**config.mk**
```make
export PLATFORM = sky130hd
export DESIGN_NAME = ivl_uvm_ovl_one_hot_mc
export DESIGN_NICKNAME = d
export VERILOG_FILES = /design/src/rtl/ivl_uvm_ovl_one_hot_mc.sv
export SDC_FILE = /design/constraint.sdc
export NUM_CORES = 1
export LEC_CHECK = 0
export ABC_CLOCK_PERIOD_IN_PS = 3350
export BUFFER_PORTS_ARGS = -buffer_cell sky130_fd_sc_hd__buf_2
export CAP_MARGIN = 20
export CORE_MARGIN = 4
export CORE_UTILIZATION = 30
export CTS_CLUSTER_DIAMETER = 40
export DETAILED_ROUTE_END_ITERATION = 8
export PLACE_DENSITY = 0.57
export SETUP_SLACK_MARGIN = 0.5
export SLEW_MARGIN = 20
export SYNTH_ARGS = -nofsm -noshare
export SYNTH_HDL_FRONTEND = slang
export SYNTH_SLANG_ARGS = --single-unit
```
**constraint.sdc**
```tcl
create_clock -name clock -period 3.35 [get_ports clock]
set_input_delay 0.1675 -clock clock [delete_from_list [all_inputs] [get_ports clock]]
set_output_delay 0.1675 -clock clock [all_outputs]
set_load 0.05 [all_outputs]
```
**src/rtl/ivl_uvm_ovl_one_hot_mc.sv**
```systemverilog
`default_nettype none
// ============================================================================
// Module   : ivl_uvm_ovl_one_hot_mc
// Purpose  : Multi-channel one-hot / zero-one-hot checker. Each channel
//            fires once per run of FIRE_THRESH consecutive violating samples.
//            It also keeps saturating per-channel fire counters and captures
//            the first failure.
// Options  : IVL_UVM_OVL_XCHECK_EN - enables X/Z detection and fire_xz.
// Revision : 1.0 - initial release
// ============================================================================
module ivl_uvm_ovl_one_hot_mc #(
    parameter int WIDTH       = 4,
    parameter int CHANNELS    = 1,
    parameter int MODE        = 0,
    parameter int FIRE_THRESH = 1,
    parameter int CNT_W       = 8,
    parameter int CH_W        = (CHANNELS > 1) ? $clog2(CHANNELS) : 1
) (
    input  logic                      clock,
    input  logic                      reset,
    input  logic                      enable,
    input  logic                      clear,
    input  logic [CHANNELS*WIDTH-1:0] test_expr,
    output logic [CHANNELS-1:0]       fire,
    output logic                      fire_xz,
    output logic [CHANNELS*CNT_W-1:0] fire_count,
    output logic                      first_valid,
    output logic [CH_W-1:0]           first_chan,
    output logic [WIDTH-1:0]          first_value
);

    typedef enum logic [1:0] {
        S_IDLE   = 2'd0,
        S_ARMED  = 2'd1,
        S_STREAK = 2'd2,
        S_FIRED  = 2'd3
    } state_t;

    // Streak counter is wide enough for the largest legal threshold (255).
    localparam int                    STREAK_W = 8;
    localparam logic [STREAK_W-1:0]   THRESH   = STREAK_W'(FIRE_THRESH);
    localparam logic [CNT_W-1:0]      CNT_MAX  = '1;

    logic [CHANNELS-1:0] fire_nx;   // fire pulse to be registered this edge
    logic [CHANNELS-1:0] viol;      // per-channel violation of current sample
`ifdef IVL_UVM_OVL_XCHECK_EN
    logic [CHANNELS-1:0] xz_vec;    // per-channel X/Z presence
`endif

    genvar c;
    generate
        for (c = 0; c < CHANNELS; c++) begin : g_ch
            logic [WIDTH-1:0]    slice;
            logic                none_set;
            logic                multi_set;
            logic                rule_viol;
            state_t              state;
            state_t              state_nx;
            logic [STREAK_W-1:0] streak;
            logic [STREAK_W-1:0] streak_nx;
            logic                fire_c;
            logic [CNT_W-1:0]    cnt;

            assign slice     = test_expr[c*WIDTH +: WIDTH];
            assign none_set  = ~|slice;
            // Clearing the lowest set bit leaves something only if >1 bit set.
            assign multi_set = |(slice & (slice - WIDTH'(1)));
            assign rule_viol = (MODE == 0) ? (none_set | multi_set) : multi_set;

`ifdef IVL_UVM_OVL_XCHECK_EN
            logic has_xz;
            assign has_xz    = $isunknown(slice);
            assign xz_vec[c] = has_xz;
            // An unknown sample counts as a violation; OR with 1 masks X.
            assign viol[c]   = has_xz | rule_viol;
`else
            assign viol[c]   = rule_viol;
`endif

            // Next-state, streak and fire-pulse decode for this channel.
            always_comb begin
                state_nx  = state;
                streak_nx = streak;
                fire_c    = 1'b0;
                if (!enable) begin
                    state_nx  = S_IDLE;
                    streak_nx = '0;
                end else begin
                    case (state)
                        // IDLE with enable high arms and checks the same sample.
                        S_IDLE, S_ARMED: begin
                            if (viol[c]) begin
                                streak_nx = STREAK_W'(1);
                                if (THRESH == STREAK_W'(1)) begin
                                    state_nx = S_FIRED;
                                    fire_c   = 1'b1;
                                end else begin
                                    state_nx = S_STREAK;
                                end
                            end else begin
                                state_nx  = S_ARMED;
                                streak_nx = '0;
                            end
                        end
                        S_STREAK: begin
                            if (viol[c]) begin
                                streak_nx = streak + STREAK_W'(1);
                                if (streak_nx == THRESH) begin
                                    state_nx = S_FIRED;
                                    fire_c   = 1'b1;
                                end
                            end else begin
                                state_nx  = S_ARMED;
                                streak_nx = '0;
                            end
                        end
                        S_FIRED: begin
                            if (!viol[c]) begin
                                state_nx  = S_ARMED;
                                streak_nx = '0;
                            end
                        end
                        default: begin
                            state_nx  = S_IDLE;
                            streak_nx = '0;
                        end
                    endcase
                end
            end

            // Channel state and streak registers.
            always_ff @(posedge clock or negedge reset) begin
                if (!reset) begin
                    state  <= S_IDLE;
                    streak <= '0;
                end else begin
                    state  <= state_nx;
                    streak <= streak_nx;
                end
            end

            // Saturating fire counter; clear takes priority over a fire.
            always_ff @(posedge clock or negedge reset) begin
                if (!reset) begin
                    cnt <= '0;
                end else if (clear) begin
                    cnt <= '0;
                end else if (fire_c && (cnt != CNT_MAX)) begin
                    cnt <= cnt + CNT_W'(1);
                end
            end

            assign fire_nx[c]                    = fire_c;
            assign fire_count[c*CNT_W +: CNT_W] = cnt;
        end
    endgenerate

    // Register the fire pulses so they are high for the cycle after the sample.
    always_ff @(posedge clock or negedge reset) begin
        if (!reset) begin
            fire <= '0;
        end else begin
            fire <= fire_nx;
        end
    end

`ifdef IVL_UVM_OVL_XCHECK_EN
    // Pulse fire_xz for any enabled sample containing X/Z.
    always_ff @(posedge clock or negedge reset) begin
        if (!reset) begin
            fire_xz <= 1'b0;
        end else begin
            fire_xz <= enable & (|xz_vec);
        end
    end
`else
    assign fire_xz = 1'b0;
`endif

    logic [CH_W-1:0]  win_chan;
    logic [WIDTH-1:0] win_value;

    // Pick the lowest-index channel firing this edge; scan high to low so the
    // last assignment is the lowest index.
    always_comb begin
        win_chan  = '0;
        win_value = '0;
        for (int i = CHANNELS - 1; i >= 0; i--) begin
            if (fire_nx[i]) begin
                win_chan  = CH_W'(i);
                win_value = test_expr[i*WIDTH +: WIDTH];
            end
        end
    end

    // First-failure capture: loads once, holds until clear or reset.
    always_ff @(posedge clock or negedge reset) begin
        if (!reset) begin
            first_valid <= 1'b0;
            first_chan  <= '0;
            first_value <= '0;
        end else if (clear) begin
            first_valid <= 1'b0;
            first_chan  <= '0;
            first_value <= '0;
        end else if (!first_valid && (|fire_nx)) begin
            first_valid <= 1'b1;
            first_chan  <= win_chan;
            first_value <= win_value;
        end
    end

endmodule
`default_nettype wire

```
==> key figures <==
Run status
  • Outcome: complete, no violations

STA
  • Tmin final: 2.54 ns
  • Final count of hold timing violations: 0
  • Setup TNS: 0 ns
  • Final setup violation count: 0
  • Slew Viols, Final: 0
  • Layout Skew: 0.00465 ns
  • Peak Freq: 0.394 GHz
  • Relative slew margins: 0.576
  • Slew @ Worst Pin: 0.626 ns
  • RSZ-0062 raised after global routing: false
  • Hold_ws: 0.146 ns
  • Period utilization: 0.758

Power
  • Comb power frac: 0.171
  • VDD IR max: 0.000169 V
  • Sw frac: 0.289
  • Sw Pwr: 178 uW
  • Cell Pwr Density: 383 nW/um^2
  • Pleak: 0.718 nW
  • Clock power share: 0.320
  • Int Pwr: 438 uW
  • Sequential share of power: 0.509

Layout
  • Multi-input logic area: 743 sq um
  • Nets: 174
  • Layout cells sized above 1: 0.216
  • Storage element area: 601 sq um
  • Filler Cells Inserted: 449
  • Diode count: 0
  • Layout area overhead: 12.8%

Setup path
  • CP arrival: 2.69 ns
  • CP Class: flop to flop
  • CP required: 3.50 ns
  • Critical path's slowest cell: dfrtp_1
  • CP max FO: 9
  • R2R cell count: 7
  • Critical Path, Cell by Cell: ha_1 > and3_1 > nor4_1 > o2111ai_1 > a211oi_4 > and2_1 > mux2_1
  • Crit path largest cell delay: 0.48 ns
  • CP endpoint kind: flop
  • Critical Path Start Type: flop

Clock network
  • Setup bufs post-CTS: 0
  • Clock sink total: 24
  • Clk Latency, worst-skew pair: 0.26 ns
  • CTS tree: done
  • Clk buf depth: 2
  • CTS Buf Count: 3
  • Clk root buf: clkbuf_8
  • Reg clk slew, reported paths: 0.08 ns
  • H-tree depth: 1

Worst hold path
  • Worst Hold Class: input pin to flop
  • Worst hold stages: 3

Place
  • Detailed placement HPWL: 2060 microns
  • Port bufs: 21
  • Routability cong.: 0.890

Global route
  • GRT Total Usage: 0.0987
  • Met3 Track Usage GR: 0.0152
  • GRT met1 Usage: 0.120
  • Most Used Layer, Global Route: met2
  • Initial antenna violation count: 0
  • Largest net degree at the start of global routing: 25
  • Global-route met2 utilization: 0.176
  • Vias in the first global route: 1102
  • First-pass GRT wire length: 4840 microns
  • Global route total overflow: 0

Routing
  • Routed len/inst: 12.6 microns
  • DRT Pass-1 Iters: 4
  • WL final: 2690 microns
  • DRC: 0
  • Number of routed nets with antenna violations: 0
  • Vias: 1064
  • First DRT Iteration DRCs: 45
  • Vias per cell: 4.97

Logic synthesis
  • Mapped Avg Cell Area: 9.91 sq um
  • Top-area cell type share of the netlist area: 0.421
  • Synth area leader: dfrtp_1
  • YS warnings: 0
  • Post-synthesis cell type count: 41
  • Synth Cell Area: 1430 sq um
  • Synth area leaders: dfrtp_1, nand2b_1, mux2i_1
  • Yosys reg bits: 24
  • Post-Synthesis Cells: 144
  • Sequential-to-total area share from yosys stat: 0.421

Die
  • Initial core utilization: 0.319
  • Die X: 77.0 microns
  • Core Rows: 24
  • Core area: 4470 sq um
  • Die Area: 5920 sq um
  • Die Y: 77.0 microns
  • Io pins: 24

Job
  • MaxCap Viol Count: 0
final timing paths:
path | startpoint | end | slack (ns)
max in group asynchronous | reset | g_ch[0].state[0] | 2.55
max reg2reg | g_ch[0].streak[0] | fire_count[0] | 0.81
min in group asynchronous | reset | g_ch[0].streak[4] | 0.43
min reg2reg | first_value[2] | first_value[2] | 0.55
min | enable | g_ch[0].state[0] | 0.15
max | g_ch[0].streak[0] | fire_count[0] | 0.81
synth_stat cells:
cell,n
a211o_1,1
a211oi_1,1
a211oi_2,3
a21bo_2,1
a21oi_1,2
a21oi_2,3
a31o_1,2
a31oi_1,1
a41o_1,1
and2_1,2
and3_1,1
and4_1,1
buf_2,1
buf_4,3
buf_6,3
clkbuf_1,2
clkbuf_2,1
conb_1,1
dfrtp_1,24
ha_1,3
inv_1,6
mux2_1,3
mux2i_1,7
nand2_1,3
nand2b_1,12
nand3_1,4
nand3b_1,1
nand4_1,7
nor2_1,17
nor2b_1,7
nor3_1,2
nor3b_1,1
nor4_1,1
o2111ai_1,1
o21a_1,2
o22ai_1,1
o311ai_1,1
or3_1,1
or4b_2,1
xnor2_1,4
xor2_1,5
through the flow:
stage          std cells  total power, mW  setup WS, ns  utilization  instance area, sq um
3_3_place_gp         209            0.420         0.740        0.343                  1530
4_1_cts              214            0.622         0.629        0.357                  1600
2_1_floorplan        145            0.398          1.20            -                  1430
6_report             214            0.616         0.810        0.360                  1610
3_5_place_dp         209            0.423         0.651        0.343                  1530
5_1_grt              214            0.652         0.558        0.360                  1610
placed cells by master, fill, tap and decap left out, types with 2 or more instances in the layout:
cell	count
nand4_1	7
mux2_1	3
and2_1	2
nor2_1	17
xnor2_1	4
a21oi_1	2
a31o_1	2
mux2i_1	7
inv_1	6
nor3_1	2
a211oi_2	2
buf_2	21
ha_1	3
o21a_1	2
xor2_1	5
a21oi_2	3
nor2b_1	6
nand2b_1	12
nand3_1	4
nand2_1	3
dfrtp_1	24
conb_1	2
clkbuf_8	4
flip-flops by register name, summed over array words and instances (netlist names):
signal	count
g_ch.streak	8
first_valid	1
fire	1
g_ch.state	2
fire_count	8
first_value	4
repair_timing:
item | 4_1_cts | 5_1_grt
hold buffers | 1 | 0
resized for setup | 0 | 2
endpoints found under the setup margin | 0 | 5
hold endpoints to repair | 24 | 0
cells by family after synthesis:
kind of cell	count (synthesis)	synth area share
AND/OR/NAND/NOR	61	0.233
flip-flops	24	0.421
XOR/XNOR	9	0.0553
adder cells (fa/ha/maj)	3	0.0263
buffers and inverters	16	0.0675
multiplexers	10	0.0728
other	1	0.00263
AO/OA/AOI/OAI	20	0.121
routing by layer:
layer	up-vias	share of wire
met5	-	0
met4	0	0.011
met1	518	0.46
li1	527	-
met2	15	0.50
met3	4	0.026
critical path: cells and delay by family, from the launching register on:
kind | cells | cell delay (ns)
AO/OA/AOI/OAI | 2 | 0.66
multiplexers | 1 | 0.33
AND/OR/NAND/NOR | 3 | 0.66
adder cells (fa/ha/maj) | 1 | 0.29
flip-flops | 1 | 0.48
cell type report:
class,instances,share of cell area
Timing Repair Buffer,23,0.0762
Clock buffer,4,0.0342
Multi-Input combinational cell,105,0.462
Tap cell,52,0.0404
Sequential cell,24,0.373
Inverter,6,0.0140
power by group through the flow:
stage	combinational [mW]	sequential [mW]	clock, mW
floorplan	0.0565	0.342	0
detailed placement	0.104	0.319	0
finish	0.105	0.313	0.197
global route	0.116	0.316	0.220
CTS	0.105	0.313	0.204
global placement	0.102	0.318	0
No activity file was read; power rests on OpenSTA's default activity.
